$ cat config.mk
export PLATFORM = sky130hd
export DESIGN_NAME = core_seq
export DESIGN_NICKNAME = d
export VERILOG_FILES = /design/src/rtl/core_seq.sv
export SDC_FILE = /design/constraint.sdc
export NUM_CORES = 1
export LEC_CHECK = 0
export CORE_UTILIZATION = 38
export DETAILED_ROUTE_END_ITERATION = 16
export GPL_TIMING_DRIVEN = 0
export SYNTH_ARGS = -nofsm -noshare
export SYNTH_HDL_FRONTEND = slang
export SYNTH_SLANG_ARGS = --single-unit
$ cat constraint.sdc
create_clock -name clk -period 2.5 [get_ports clk]
set_clock_uncertainty 0.1 [all_clocks]
set_input_delay 0.375 -clock clk [delete_from_list [all_inputs] [get_ports clk]]
set_output_delay 0.375 -clock clk [all_outputs]
set_load 0.01 [all_outputs]
$ cat src/rtl/core_seq.sv
// Multi-cycle instruction sequencer: fetch/decode/memory/writeback handshakes
// with a per-state timeout, sticky halt/error flags and 64-bit activity counters.
module core_seq #(
    parameter logic [7:0] TIMEOUT = 8'd255
) (
    input  logic        clk,
    input  logic        rst_n,
    input  logic        start,
    input  logic [6:0]  inst_opcode,
    input  logic [2:0]  read_mem,
    input  logic [1:0]  write_mem,
    input  logic        write_reg,
    output logic        ifu_req,
    input  logic        ifu_gnt,
    input  logic        ifu_rvalid,
    output logic        ir_we,
    output logic        lsu_req,
    output logic        lsu_wr,
    input  logic        lsu_gnt,
    input  logic        lsu_rvalid,
    output logic        rf_we,
    output logic        pc_we,
    output logic        halted,
    output logic        error,
    output logic [3:0]  state,
    output logic [63:0] cycle_cnt,
    output logic [63:0] instret
);

    localparam int unsigned TW = 8;
    localparam int unsigned CW = 64;

    typedef enum logic [3:0] {
        S_IDLE   = 4'd0,
        S_FETCH  = 4'd1,
        S_WAIT_I = 4'd2,
        S_DECODE = 4'd3,
        S_MEM    = 4'd4,
        S_WAIT_D = 4'd5,
        S_WB     = 4'd6,
        S_HALT   = 4'd7,
        S_ERROR  = 4'd8
    } state_t;

    localparam logic [6:0] OP_SYSTEM = 7'b1110011;

    state_t        cur_state;
    state_t        nxt_state;
    logic [TW-1:0] tmo;
    logic          retire;
    logic          opcode_ok;
    logic          in_wait;
    logic          active;

    always_comb begin
        opcode_ok = 1'b0;
        case (inst_opcode)
            7'b0110111, 7'b0010111, 7'b1101111, 7'b1100111, 7'b1100011,
            7'b0000011, 7'b0100011, 7'b0010011, 7'b0110011: opcode_ok = 1'b1;
            default: opcode_ok = 1'b0;
        endcase
    end

    assign in_wait = (cur_state == S_FETCH) || (cur_state == S_WAIT_I) ||
                     (cur_state == S_MEM)   || (cur_state == S_WAIT_D);
    assign active  = (cur_state != S_IDLE) && (cur_state != S_HALT) &&
                     (cur_state != S_ERROR);
    assign state   = cur_state;

    // Next-state and strobe decode; a handshake in the timeout cycle wins.
    always_comb begin
        nxt_state = cur_state;
        ifu_req   = 1'b0;
        ir_we     = 1'b0;
        lsu_req   = 1'b0;
        lsu_wr    = 1'b0;
        rf_we     = 1'b0;
        pc_we     = 1'b0;
        retire    = 1'b0;
        case (cur_state)
            S_IDLE: begin
                if (start) nxt_state = S_FETCH;
            end
            S_FETCH: begin
                ifu_req = 1'b1;
                if (ifu_gnt)              nxt_state = S_WAIT_I;
                else if (tmo == TIMEOUT)  nxt_state = S_ERROR;
            end
            S_WAIT_I: begin
                if (ifu_rvalid) begin
                    ir_we     = 1'b1;
                    nxt_state = S_DECODE;
                end else if (tmo == TIMEOUT) begin
                    nxt_state = S_ERROR;
                end
            end
            S_DECODE: begin
                if (inst_opcode == OP_SYSTEM) begin
                    nxt_state = S_HALT;
                    retire    = 1'b1;
                end else if (!opcode_ok) begin
                    nxt_state = S_ERROR;
                end else if ((read_mem != 3'd0) || (write_mem != 2'd0)) begin
                    nxt_state = S_MEM;
                end else begin
                    nxt_state = S_WB;
                end
            end
            S_MEM: begin
                lsu_req = 1'b1;
                lsu_wr  = (write_mem != 2'd0);
                if (lsu_gnt)              nxt_state = S_WAIT_D;
                else if (tmo == TIMEOUT)  nxt_state = S_ERROR;
            end
            S_WAIT_D: begin
                if (lsu_rvalid)           nxt_state = S_WB;
                else if (tmo == TIMEOUT)  nxt_state = S_ERROR;
            end
            S_WB: begin
                rf_we     = write_reg;
                pc_we     = 1'b1;
                retire    = 1'b1;
                nxt_state = S_FETCH;
            end
            S_HALT:  nxt_state = S_HALT;
            S_ERROR: nxt_state = S_ERROR;
            default: nxt_state = S_IDLE;
        endcase
    end

    always_ff @(posedge clk or negedge rst_n) begin
        if (!rst_n) begin
            cur_state <= S_IDLE;
            tmo       <= '0;
            cycle_cnt <= '0;
            instret   <= '0;
            halted    <= 1'b0;
            error     <= 1'b0;
        end else begin
            cur_state <= nxt_state;
            // Timeout restarts on every state change so each handshake state starts at zero.
            if (nxt_state != cur_state) tmo <= '0;
            else if (in_wait)           tmo <= tmo + TW'(1);
            if (active) cycle_cnt <= cycle_cnt + CW'(1);
            if (retire) instret   <= instret + CW'(1);
            if (nxt_state == S_HALT)  halted <= 1'b1;
            if (nxt_state == S_ERROR) error  <= 1'b1;
        end
    end

endmodule

==> results.yml <==
placement:
  hpwl_mm: 12.44
  gp_congestion: 0.8673
  io_buffer_count: 159
finish:
  layout_common_cells: "152 x clkdlybuf4s50_1, 139 x dfrtp_1, 92 x xnor2_1"
  drive_above_1_share_pct: 9.207
  nets: 869
  n_fill_cell: 1517
  final_common_cell: "clkdlybuf4s50_1"
  area_growth_pct: 38.02
  n_antenna_cell: 0
critical_path:
  start_kind: "flip-flop"
  path_common_cell: "buf_6"
  path_max_fanout: 10
  cp_cell_sequence: "buf_6 -> and2b_2 -> and3_4 -> buf_6 -> and2_1 -> dlygate4sd2_1"
  slowest_stage: "dfrtp_1"
  crit_arrival_ns: 1.94
  reg2reg_depth: 8
  critPathKind: "flip-flop to output pin"
  cp-end-kind: "output pin"
  critPathBufInv: 3
  critPathTopFamily: "simple AND/OR/NAND/NOR gates"
  cp.required_ns: 2.03
  critPathMaxStageDelay_ns: 0.39
  worst-path-stages: 6
yosys:
  seq_area_frac_synth_pct: 51.50
  synth_fp_nets: 685
  async_flop_share_pct: 100.0
  synth-warning-count: 0
  synth.cell_area_mm2: 0.006900
  synthCells: 662
  ys_types: 55
  yosys_most_used_dff: "dfrtp_1"
  yosys_register_bits: 142
  syn_avg_cell_area_um2: 10.42
  synth_edf_count: 0
global_routing:
  grt-ovfl-total: 0
  grt.met2_usage_pct: 29.67
  antenna_found_initial: 0
  grt_pass1_vias: 5507
  grt_pass1_wl_mm: 28.38
  use_met1_pct: 26.68
  grt-busiest-layer: "met2"
  use_met3_pct: 5.593
  grt_max_degree: 79
  grt_use_total_pct: 19.56
power_and_ir_drop:
  ir_drop_uv: 478.5
  powerDensity_mw_per_mm2: 684.9
  power.leakage_uw: 0.004108
floorplan:
  ios: 160
  rows: 48
  dieWidth_um: 136.8
  die_area_mm2: 0.01870
  die_y_um: 136.8
  start_util_pct: 39.35
  core_area_mm2: 0.01754
sta:
  fmax_mhz: 414.7
  slew_violations: 0
  fin_crit_ns: 2.411
  period_share_pct: 96.46
  worstMarginPinSlew_ns: 0.6476
  rsz0062_at_grt: "true"
  setup-tns-final_ns: 0
  holdWs_ns: 0.3810
  finalSetupViolCount: 0
  hold_violations: 0
  slew_headroom_pct: 56.83
routing:
  wire_per_inst_um: 15.88
  drt-vias-per-instance: 5.192
  drc: 0
  vias: 5623
  wl_mm: 17.19
  antenna_left: 0
  drt_iter0_markers: 285
  dr.pass1.iters: 5
outcome:
  status: "finished, final reports clean"
min_path:
  hold_depth: 1
  hp-class: "flip-flop to flip-flop"
clocking:
  cts_tree: "yes"
  path_clk_slew_ns: 0.06
  clock-sinks: 142
  clockBufferDepth: 2
  root_buffer: "clkbuf_16"
  cts_made_buffers: 17
  htree_levels: 4
  clkLatencyLatePin_ns: 0.41
flow_run:
  max-cap-violations: 0
[stage by stage]
step | worst slack [ns] | cells | utilization (%) | cell area (um2) | power, uW
floorplan | 0.2704 | 662 | - | 6900 | 3366
global placement | -4.793 | 1046 | 50.03 | 8773 | 3930
detailed placement | -0.2332 | 1047 | 50.19 | 8802 | 3968
CTS | 0.002190 | 1080 | 53.93 | 9458 | 6577
global route | -0.01141 | 1083 | 54.31 | 9524 | 6876
finish | 0.08853 | 1083 | 54.31 | 9524 | 6523
[final timing paths]
check / startpoint / to / slack [ns]
worst max-delay path: state[2] / rf_we / 0.09
worst min-delay path: error / error / 0.38
worst max register to register: state[0] / cycle_cnt[39] / 0.13
worst min register to register: error / error / 0.38
max in group asynchronous: rst_n / instret[45] / 1.06
min in group asynchronous: rst_n / cycle_cnt[27] / 0.43
[synthesized netlist by cell type (2+ instances only)]
library cell  instances  area, um2
buf_2                10      50.05
a22oi_1               2      15.01
xnor2_1              92      805.8
dfrtp_1             142       3553
nand4_1              49      306.5
a31oi_1               2      12.51
xor2_1               41      359.1
ha_1                  3      37.54
nor3_1               19      95.09
nand2_1              58      217.7
clkbuf_1             10      37.54
nor2_1               51      191.4
or2_2                 5      31.28
and4_1               14      122.6
o2111a_1              2      22.52
o22ai_1               4      25.02
and2_1                9      56.30
mux2i_1               2      20.02
o21ai_0               8      40.04
nor4b_4               2      47.55
buf_4                 2      15.01
or3_4                 2      22.52
inv_1                10      37.54
nand2b_1              5      31.28
nor4_1                5      31.28
nand3_1              49      245.2
nor2b_1               2      12.51
a21oi_1               7      35.03
and3_1               26      162.7
nor3b_1               2      15.01
o21a_1                3      22.52
[kinds of logic (layout without fill, tap and decap cells)]
| family | Yosys count | after routing | synth area share (%) |
|---|---|---|---|
| XOR/XNOR | 133 | 133 | 16.88 |
| buffers and inverters | 32 | 228 | 2.031 |
| AO/OA/AOI/OAI | 39 | 39 | 3.917 |
| adder cells (fa/ha/maj) | 4 | 4 | 0.6891 |
| AND/OR/NAND/NOR | 309 | 309 | 24.53 |
| flip-flops | 142 | 142 | 51.50 |
| multiplexers | 3 | 3 | 0.4533 |
[cell type report]
type | count | area, um2 | share of cell area (%)
Buffer | 22 | 138.9 | 1.458
Clock buffer | 22 | 484.2 | 5.084
Clock inverter | 9 | 110.1 | 1.156
Inverter | 10 | 37.54 | 0.3941
Multi-Input combinational cell | 488 | 3262 | 34.25
Sequential cell | 142 | 3557 | 37.35
Tap cell | 225 | 281.5 | 2.956
Timing Repair Buffer | 165 | 1653 | 17.35
[metal layers]
| metal | part of all wire [%] | wire length, um |
|---|---|---|
| met5 | 0 | 0 |
| met4 | 1.2 | 214 |
| met2 | 45 | 7795 |
| met1 | 47 | 7995 |
| met3 | 6.9 | 1188 |
[what timing repair did]
action | 4_1_cts | 5_1_grt
endpoints found under the setup margin | 21 | 35
setup buffers | 1 | 3
pin swaps | 1 | 0
hold endpoints to repair | 64 | 0
gates resized for setup | 23 | 16
hold buffers | 1 | 0
[power breakdown]
part           internal (uW)  leakage, uW  switching, uW
clock                   1570     0.000284            947
combinational            648      0.00188            787
sequential              2420      0.00194            147
[registers in the layout, summed over array words and instances (netlist names)]
| register | count |
|---|---|
| cycle_cnt | 64 |
| error | 1 |
| halted | 1 |
| instret | 64 |
| state | 4 |
| tmo | 8 |
No activity file was read; power rests on OpenSTA's default activity.
==> edit, RTL diff (same settings) <==
`TW`: 8 -> 16.
--- a/src/rtl/core_seq.sv
+++ b/src/rtl/core_seq.sv
@@ -27,7 +27,7 @@
     output logic [63:0] instret
 );
 
-    localparam int unsigned TW = 8;
+    localparam int unsigned TW = 16;
     localparam int unsigned CW = 64;
 
     typedef enum logic [3:0] {
Behaviour: no difference found for any inputs over 10 cycles, from zero or initial values and one cycle with rst_n low; that may be too few to reach the edited logic, so the function may still have changed.
==> edit against the original RTL <==
  * Hold slack worse by 0.0032 ns
  * Final area rose by 7.8%
  * Power grew 11%
  * Wire length up 9.6%
  * Area after synthesis grew 6.4%
  * Worst setup slack worse by 0.053 ns
  * Sequential cell count grew 8
  * Die area rose by 6.3%
  * Final cell count grew 7.4%
==> edit: results (changes against the original RTL) <==
Final Wtd Congestion=0.829 (-4.5%); worst reg2reg startpoint=state[1]; Rel. slew slack=0.468 (-0.100); Place WS=-0.548 ns (-0.315 ns); HPWL Detailed=13200 um (+6.4%); DR vias/cell=5.09 (-2.0%); CP max stage delay=0.54 ns (+0.15 ns); dominant cells by area after synthesis=dfrtp_1 51%, xnor2_1 12%, xor2_1 5.2%; most frequent cells after synthesis=150 x dfrtp_1, 98 x xnor2_1, 66 x nand2_1; number of global-route vias before repair=5912 (+7.4%); P_leak=4.46 nW (+8.5%); Wirelength per Cell=16.2 um (+2.1%); post-synth net total=711 (+3.8%); post-synthesis cell type count=61 (+11%); HP Start=instret[63]; multi-input logic area=0.00355 mm2 (+8.8%); Switching Fraction=0.298 (+0.00987); DP Area=0.00929 mm2 (+5.5%); Critical Path AT=2.71 ns (+0.77 ns); min Tclk post-route=2.46 ns (+0.0527 ns); TritonRoute pass-1 iters=4 (-1); Fill cells=1649 (+8.7%); Nets=913 (+5.1%); status=finished, final reports clean; GRT Total Usage=0.196 (+0.000639); first-pass GRT wire length=30900 um (+8.9%); R2R Setup Slk=0.04 ns (-0.09 ns); largest net degree at the start of global routing=84 (+6.3%); VDD IR max=0.000494 V (+3.3%); share of cells above drive strength 1=0.142 (+0.0497)
-- edit: cell count changes in the layout (fill, tap and decap cells not counted), sizes merged, moves of 4 or more --
cell / unedited run / this run
buf: 15 / 41
nand3: 49 / 57
nand4: 50 / 37
xnor2: 92 / 98
nand2: 58 / 66
inv: 10 / 18
dfrtp: 142 / 150
clkbuf: 35 / 22
nor4: 6 / 10
and4: 14 / 18
-- edit: power groups by stage --
stage                     sequential [mW]  combinational (mW)  clock [mW]
after floorplan                      2.80                1.01           0
final                                2.75                1.82        2.67
after CTS                            2.75                1.72        2.75
after detailed placement             2.78                1.70           0
after global placement               2.77                1.68           0
after global routing                 2.77                1.98        2.85
-- edit: layout make-up --
cell class | count | area share
tap | 260 | 0.0317
timing repair buffer | 186 | 0.177
multi-input combinational | 503 | 0.346
buffer | 17 | 0.0138
sequential | 150 | 0.366
clock buffer | 19 | 0.0432
inverter | 15 | 0.00549
clock inverter | 13 | 0.0167
-- edit: cells by family after synthesis --
kind of cell | synth area share
multiplexers | 0.00579
XOR/XNOR | 0.169
adder cells (fa/ha/maj) | 0.00511
flip-flops | 0.511
AO/OA/AOI/OAI | 0.0373
buffers and inverters | 0.0261
AND/OR/NAND/NOR | 0.245
-- edit: path summary, 6_finish.rpt --
check                                    to  depth (start not counted)
worst max-delay path                 tmo[5]                          9
worst min-delay path            instret[63]                          1
worst max register to register       tmo[5]                          9
worst min register to register  instret[63]                          1
max in group asynchronous          state[0]                          3
min in group asynchronous       instret[29]                          2
-- edit: timing repair --
action	in CTS	in global routing
endpoints found under the setup margin	73	70
hold buffers	1	0
resized for setup	20	36
endpoints found under the hold margin	82	0
buffers inserted	11	12
gates cloned	1	1
pin swaps	4	12
-- edit: routing by layer --
metal	global-route usage	share of wire	routed length, um	up-vias
li1	-	-	-	2813
met4	0.0549	0.0097	182	0
met1	0.262	0.46	8630	2937
met5	0	0	0	-
met3	0.0479	0.043	815	16
met2	0.318	0.49	9220	149
-- edit: critical path, delay by kind of cell (launching register included) --
| family | cells | cell delay, ns |
|---|---|---|
| buf+inv | 3 | 0.48 |
| flops | 1 | 0.39 |
| simple gates | 4 | 1.13 |
| compound gates | 2 | 0.29 |
-- edit: metrics by stage --
stage               std cells  hold WS, ns  TNS [ns]  total power, mW
global route             1163        0.390    -0.249             7.61
finish                   1163        0.378         0             7.23
global placement         1107        0.352   -790.99             4.45
detailed placement       1108        0.364    -26.20             4.47
floorplan                 688      -0.0206         0             3.80
CTS                      1151        0.380         0             7.21
